===== src/rtl/matrix_result_collector.sv =====
// matrix_result_collector
//   Collects a serial stream of 9 result elements (valid/ready handshake) into
//   a 3x3 register array in row-major order, then presents the whole matrix
//   downstream until it is acknowledged.
//
// Ports
//   clk        : system clock, rising edge
//   reset      : asynchronous active-low reset
//   en         : acceptance enable; 0 freezes stream intake
//   flush      : synchronous abort back to an empty COLLECT state
//   in_valid   : in_data / in_last valid this cycle
//   in_ready   : element can be accepted this cycle
//   in_data    : result element
//   in_last    : marks the 9th element of a matrix
//   out_valid  : full 3x3 matrix held on out_matrix
//   out_ack    : downstream has consumed out_matrix
//   out_matrix : element k = row*3+col at bits [k*DATA_W +: DATA_W]
//   row, col   : position of the next write (0..2 each)
//   count      : elements accepted into the current matrix (0..9)
//   err        : sticky framing error (early or missing in_last)
module matrix_result_collector #(
  parameter int DATA_W = 8
) (
  input  logic                  clk,
  input  logic                  reset,
  input  logic                  en,
  input  logic                  flush,
  input  logic                  in_valid,
  output logic                  in_ready,
  input  logic [DATA_W-1:0]     in_data,
  input  logic                  in_last,
  output logic                  out_valid,
  input  logic                  out_ack,
  output logic [9*DATA_W-1:0]   out_matrix,
  output logic [1:0]            row,
  output logic [1:0]            col,
  output logic [3:0]            count,
  output logic                  err
);

  typedef enum logic {
    COLLECT = 1'b0,
    FULL    = 1'b1
  } state_t;

  state_t      state_reg, state_next;
  logic [1:0]  row_reg, row_next;
  logic [1:0]  col_reg, col_next;
  logic [3:0]  count_reg, count_next;
  logic        err_reg, err_next;

  logic        accept;
  logic        last_slot;
  logic [3:0]  wr_idx;

  logic [DATA_W-1:0] elem_reg [9];

  // in_ready deliberately ignores in_valid so upstream can rely on it
  // without a combinational loop through its own valid logic.
  assign in_ready  = (state_reg == COLLECT) & en & ~flush;
  assign accept    = in_valid & in_ready;
  assign last_slot = (row_reg == 2'd2) && (col_reg == 2'd2);
  assign wr_idx    = ({2'b00, row_reg} * 4'd3) + {2'b00, col_reg};

  // ---------------------------------------------------------------------------
  // State / index registers
  // ---------------------------------------------------------------------------
  always_ff @(posedge clk or negedge reset) begin
    if (!reset) begin
      state_reg <= COLLECT;
      row_reg   <= 2'd0;
      col_reg   <= 2'd0;
      count_reg <= 4'd0;
      err_reg   <= 1'b0;
    end else begin
      state_reg <= state_next;
      row_reg   <= row_next;
      col_reg   <= col_next;
      count_reg <= count_next;
      err_reg   <= err_next;
    end
  end

  // ---------------------------------------------------------------------------
  // Next-state logic. Flush outranks both accept and ack; accept is already
  // blocked during flush through in_ready, so element registers keep their
  // contents on a flush.
  // ---------------------------------------------------------------------------
  always_comb begin
    state_next = state_reg;
    row_next   = row_reg;
    col_next   = col_reg;
    count_next = count_reg;
    err_next   = err_reg;

    if (flush) begin
      state_next = COLLECT;
      row_next   = 2'd0;
      col_next   = 2'd0;
      count_next = 4'd0;
      err_next   = 1'b0;
    end else if (state_reg == COLLECT) begin
      if (accept) begin
        if (last_slot) begin
          // 9th element: wrap indices, park count at 9 and present the matrix.
          state_next = FULL;
          row_next   = 2'd0;
          col_next   = 2'd0;
          count_next = 4'd9;
          if (!in_last) begin
            err_next = 1'b1;
          end
        end else begin
          if (col_reg == 2'd2) begin
            col_next = 2'd0;
            row_next = row_reg + 2'd1;
          end else begin
            col_next = col_reg + 2'd1;
          end
          count_next = count_reg + 4'd1;
          // Early last: flag it but keep collecting.
          if (in_last && (count_reg != 4'd8)) begin
            err_next = 1'b1;
          end
        end
      end
    end else begin
      // FULL: ack is honoured whatever en says. The ack cycle itself cannot
      // accept because in_ready is low in FULL, giving a 1-cycle bubble.
      if (out_ack) begin
        state_next = COLLECT;
        count_next = 4'd0;
      end
    end
  end

  // ---------------------------------------------------------------------------
  // Element storage: one register per matrix position. Not cleared on ack;
  // the next matrix simply overwrites it.
  // ---------------------------------------------------------------------------
  generate
    for (genvar gi = 0; gi < 9; gi++) begin : g_elem
      always_ff @(posedge clk or negedge reset) begin
        if (!reset) begin
          elem_reg[gi] <= '0;
        end else if (accept && (wr_idx == 4'(gi))) begin
          elem_reg[gi] <= in_data;
        end
      end
      assign out_matrix[gi*DATA_W +: DATA_W] = elem_reg[gi];
    end
  endgenerate

  assign out_valid = (state_reg == FULL);
  assign row       = row_reg;
  assign col       = col_reg;
  assign count     = count_reg;
  assign err       = err_reg;

endmodule

===== config.mk =====
export PLATFORM = sky130hd
export DESIGN_NAME = matrix_result_collector
export DESIGN_NICKNAME = d
export VERILOG_FILES = /design/src/rtl/matrix_result_collector.sv
export SDC_FILE = /design/constraint.sdc
export NUM_CORES = 1
export LEC_CHECK = 0
export ABC_AREA = 1
export CORE_ASPECT_RATIO = 0.7
export CORE_MARGIN = 3
export CORE_UTILIZATION = 47
export DETAILED_ROUTE_END_ITERATION = 16
export PLACE_DENSITY = 0.79
export REMOVE_ABC_BUFFERS = 1
export SLEW_MARGIN = 20
export SYNTH_ARGS = -nofsm -noshare
export SYNTH_HDL_FRONTEND = slang
export SYNTH_SLANG_ARGS = --single-unit

===== constraint.sdc =====
create_clock -name clk -period 3.3 [get_ports clk]
set_clock_uncertainty 0.15 [all_clocks]
set_input_delay 0.66 -clock clk [delete_from_list [all_inputs] [get_ports clk]]
set_output_delay 0.66 -clock clk [all_outputs]
set_load 0.03 [all_outputs]

# Word-level counts from Yosys, hierarchy flattened

Index checks and enable logic that the tools add are counted.

Register bits after elaboration: 82
Bits of input ports: 15
Output and inout port bits: 83

Add/subtract/negate cells: 4
Multiply operators: 1
Eq/ne operators: 14
Multiplexer cells: 26
Bitwise gates (word level): 5
Reductions and logical operators: 20

Operator list:

| kind                | number |
|---|---|
| $mux 2              | 10 |
| $mux 4              | 5 |
| $eq 4x3->1 const B  | 4 |
| $logic_and 1x1->1   | 11 |
| $mux 1              | 11 |
| $reduce_bool 3->1   | 3 |
| $eq 4x2->1 const B  | 2 |
| $ne 3x3->1 const B  | 2 |
| $add 2x1->2 const B | 2 |
| $add 4x1->4 const B | 1 |
| $add 4x2->4         | 1 |
| $eq 2x2->1 const B  | 2 |
| $eq 4x1->1 const B  | 1 |
| $eq 4x4->1 const B  | 1 |
| $logic_not 4->1     | 1 |
| $mul 2x2->4 const B | 1 |
| $ne 4x4->1 const B  | 1 |
| $reduce_and 2->1    | 2 |
| $reduce_and 4->1    | 1 |
| $and 1x1->1         | 3 |
| $reduce_and 3->1    | 1 |
| $ne 2x2->1 const B  | 1 |
| $not 1->1           | 2 |
| $reduce_bool 2->1   | 1 |

# Logic depth before layout (Yosys ltp)

Word-level depth: 7
Gate-level depth with buffers: 12

# Least setup slack after synthesis

Ideal clock, no wire load.

Path type: reg2reg
From: register row_reg[0], in the netlist row[0]
To: register elem_reg, in the netlist out_matrix[2]
Library setup time: 0.077 ns
Arrival: 2.556 ns
Path slack: 0.517 ns
Cell stages (with the launch flop): 12
Buffers on the path: 1
Cells stage by stage: dfrtp_1 > fa_1 > ha_1 > inv_1 > fa_1 > nand2_1 > inv_1 > nand2_1 > nor2_8 > buf_4 > nor2_1 > a21oi_1

Cells in the longest elaborated chain, start to end: 4

RTL lines:

| item                           | RTL line | source |
|---|---|---|
| start: declaration             | 47       | `logic [1:0] row_reg, row_next;` |
| start signal: assignment       | 77       | `row_reg <= row_next;` |
| $mul 2x2->4                    | 63       | `assign wr_idx = ({2'b00, row_reg} * 4'd3) + {2'b00, col_reg};` |
| $add 4x2->4                    | 63       |  |
| $logic_not 4->1                | 146      | `end else if (accept && (wr_idx == 4'(gi))) begin` |
| $logic_and 1x1->1              | 146      |  |
| end signal: indexed assignment | 147      | `elem_reg[gi] <= in_data;` |
| end: declaration               | 56       | `logic [DATA_W-1:0] elem_reg [9];` |

No other way between the ends.
A chain may end at the register's enable or synchronous reset.

# Worst setup path after layout

From: register row_reg[0], in the netlist row[0]
To: register elem_reg, in the netlist out_matrix[32]

Cells in the longest elaborated chain, start to end: 4

RTL lines:

| item              | RTL line |
|---|---|
| $mul 2x2->4       | 63 |
| $add 4x2->4       | 63 |
| $eq 4x3->1        | 146 |
| $logic_and 1x1->1 | 146 |

No other way between the ends.

==> reports/summary.txt <==
DRC Markers: 0
most frequent cells in the layout: clkdlybuf4s50_1 (96), dfrtp_1 (82), nor2_1 (56), nand2_1 (53), a21oi_1 (49)
Post-CTS Setup Bufs: 0
Clock Tree Buf Depth: 2
sequential-to-total area share from yosys stat: 59.77%
H-tree depth: 3
DR iter-0 viols: 128
share of the synthesized area in the top cell type: 59.77%
input/output buffers: 97
min cycle time layout: 2.880 ns
nature of the critical path endpoint: flip-flop
DR vias/cell: 4.959
setup TNS: 0 ns
Root Buffer: clkbuf_8
Clock Latency Late Sink: 0.33 ns
Setup CP Type: reg2reg
n_diodes: 0
total power: 2607 µW
Worst-Margin Slew: 1.015 ns
dpl hpwl: 5.933 mm
share of layout cells above drive strength 1: 5.605%
post_cts resized: 0
Slew Viols, Final: 0
run status: completed
commonest non-fill, non-tap cell in the layout: clkdlybuf4s50_1
DRT Wirelength: 8.232 mm
Final Hold Vio Count: 0
cell area power density: 560.4 nW/µm²
GRT Util Overall: 20.62%
CTS Buf Count: 9
Initial Util: 49.67%
count of hold-fix buffers inserted at cts: 0
vias in the first global route: 2551
Die Y: 77.51 µm
largest net degree at the start of global routing: 83
fmax: 347.2 MHz
initial antenna violation count: 0
Yosys cell types: 18
routed length per instance: 15.24 µm
NumNets Final: 464
DR vias: 2678
Yosys top cell by area: dfrtp_1
Worst R2R Path Depth: 10
CP Max Fanout: 16
CTS tree: built
Detailed Routing Iterations Pass 1: 4
IO Count: 98
Antenna Nets Post-Route: 0
FF+latch count, synth: 82
P&R area growth vs syn: 35.50%
Largest register FFs: 72
unrepaired setup endpoints after global routing: no
Post-Synthesis Cells: 343
largest cells by area after synthesis: dfrtp_1 (60%), a21oi_1 (7.1%), nor2_1 (6.1%), nand2_1 (5.8%), o21ai_0 (4.7%)
Worst setup SP type: flip-flop
critical-path cell list: fa_1 -> ha_1 -> inv_1 -> fa_1 -> nor2_1 -> inv_1 -> nor2_1 -> nand2_1 -> nand2_1 -> o21ai_0
synthesized area: 3433 µm²
VDD IR-drop max: 0.0003058 V
Worst-path clk slew: 0.08 ns
gpl congestion: 0.8189
Final period util: 87.28%
Placeable Area: 6913 µm²
die area: 8383 µm²
syn_area_per_cell: 10.01 µm²
Ys Warns: 0
Max-cap violations: 0
die width: 108.2 µm
required time worst endpoint: 3.35 ns
leakage power total: 0.002198 µW
first-pass GRT wire length: 13.29 mm
Site Rows: 25
HP Class: in2async
Crit-path slowest cell: fa_1
Crit path largest cell delay: 0.56 ns
endpoints failing setup: 0
total gr overflow: 0
total clock sinks: 82
slew margin rel.: 32.32%
Worst EP arrival: 2.93 ns
==> per-layer routing <==
layer | global-route usage [%] | part of all wire [%] | vias up
met3 | 7.066 | 9.1 | 2
met5 | 0 | 0 | -
li1 | - | - | 1307
met1 | 28.53 | 45 | 1276
met2 | 31.58 | 46 | 93
met4 | 4.918 | 0.26 | 0
==> area by class of cell <==
type / count / area (µm²)
fillers: 548 / 2261
flip-flops and latches: 82 / 2052
multi-input cells: 220 / 1159
repair buffers: 98 / 975.9
clock buffers: 10 / 127.6
well taps: 94 / 117.6
inverters: 31 / 116.4
clock inverters: 5 / 103.9
==> report_power, final <==
group | leakage [µW] | internal, µW | switching (µW)
Sequential | 0.00108 | 1100 | 64.6
Clock | 0.000116 | 499 | 340
Combinational | 0.00100 | 238 | 364
Total | 0.00220 | 1840 | 768
==> final timing paths <==
path | startpoint | to | slack (ns)
min in group clk | out_matrix[26] | out_matrix[26] | 0.34
hold / removal | reset | out_matrix[1] | 0.32
max in group asynchronous | reset | out_valid | 2.00
hold reg to reg | out_matrix[26] | out_matrix[26] | 0.34
setup reg to reg | row[0] | out_matrix[32] | 0.42
setup / recovery | row[0] | out_matrix[32] | 0.42
==> through the flow <==
step                cells  cell area [µm²]  hold slack [ns]  utilization, %  worst slack [ns]
finish                540             4652           0.3189           67.29            0.4198
CTS                   540             4652           0.3490           67.29            0.4091
floorplan             333             3327           0.2144               -            0.5473
detailed placement    525             4420           0.3289           63.95            0.4273
global route          540             4652           0.3804           67.29            0.1159
global placement      525             4420           0.3170           63.95            0.4851
==> worst max-delay path: cells and delay by family, from the launching register on <==
family	cells	cell delay, ns
DFF	1	0.46
and+or+nand+nor	4	0.76
buffers and inverters	2	0.10
adders and majority gates	3	1.18
AOI/OAI and AO/OA	1	0.10
==> logic make-up (layout without fill, tap and decap cells) <==
kind of cell	after synthesis	after routing	synth area share, %
and+or+nand+nor	132	132	18.95
DFF	82	82	59.77
AOI/OAI and AO/OA	81	81	11.81
buffers and inverters	41	144	6.487
adders and majority gates	7	7	2.988
==> Yosys cell counts <==
master    number
buf_6          3
fa_1           2
nor2_8         6
buf_4          5
dfrtp_1       82
nand4_1        2
nor2_1        56
nand3_1       11
a21oi_1       49
nand2_1       53
nand3b_1       1
inv_1         31
o21ai_0       32
nand3_4        2
buf_8          1
ha_1           5
buf_12         1
nor2_4         1
Power figures use the tool's default switching activity.
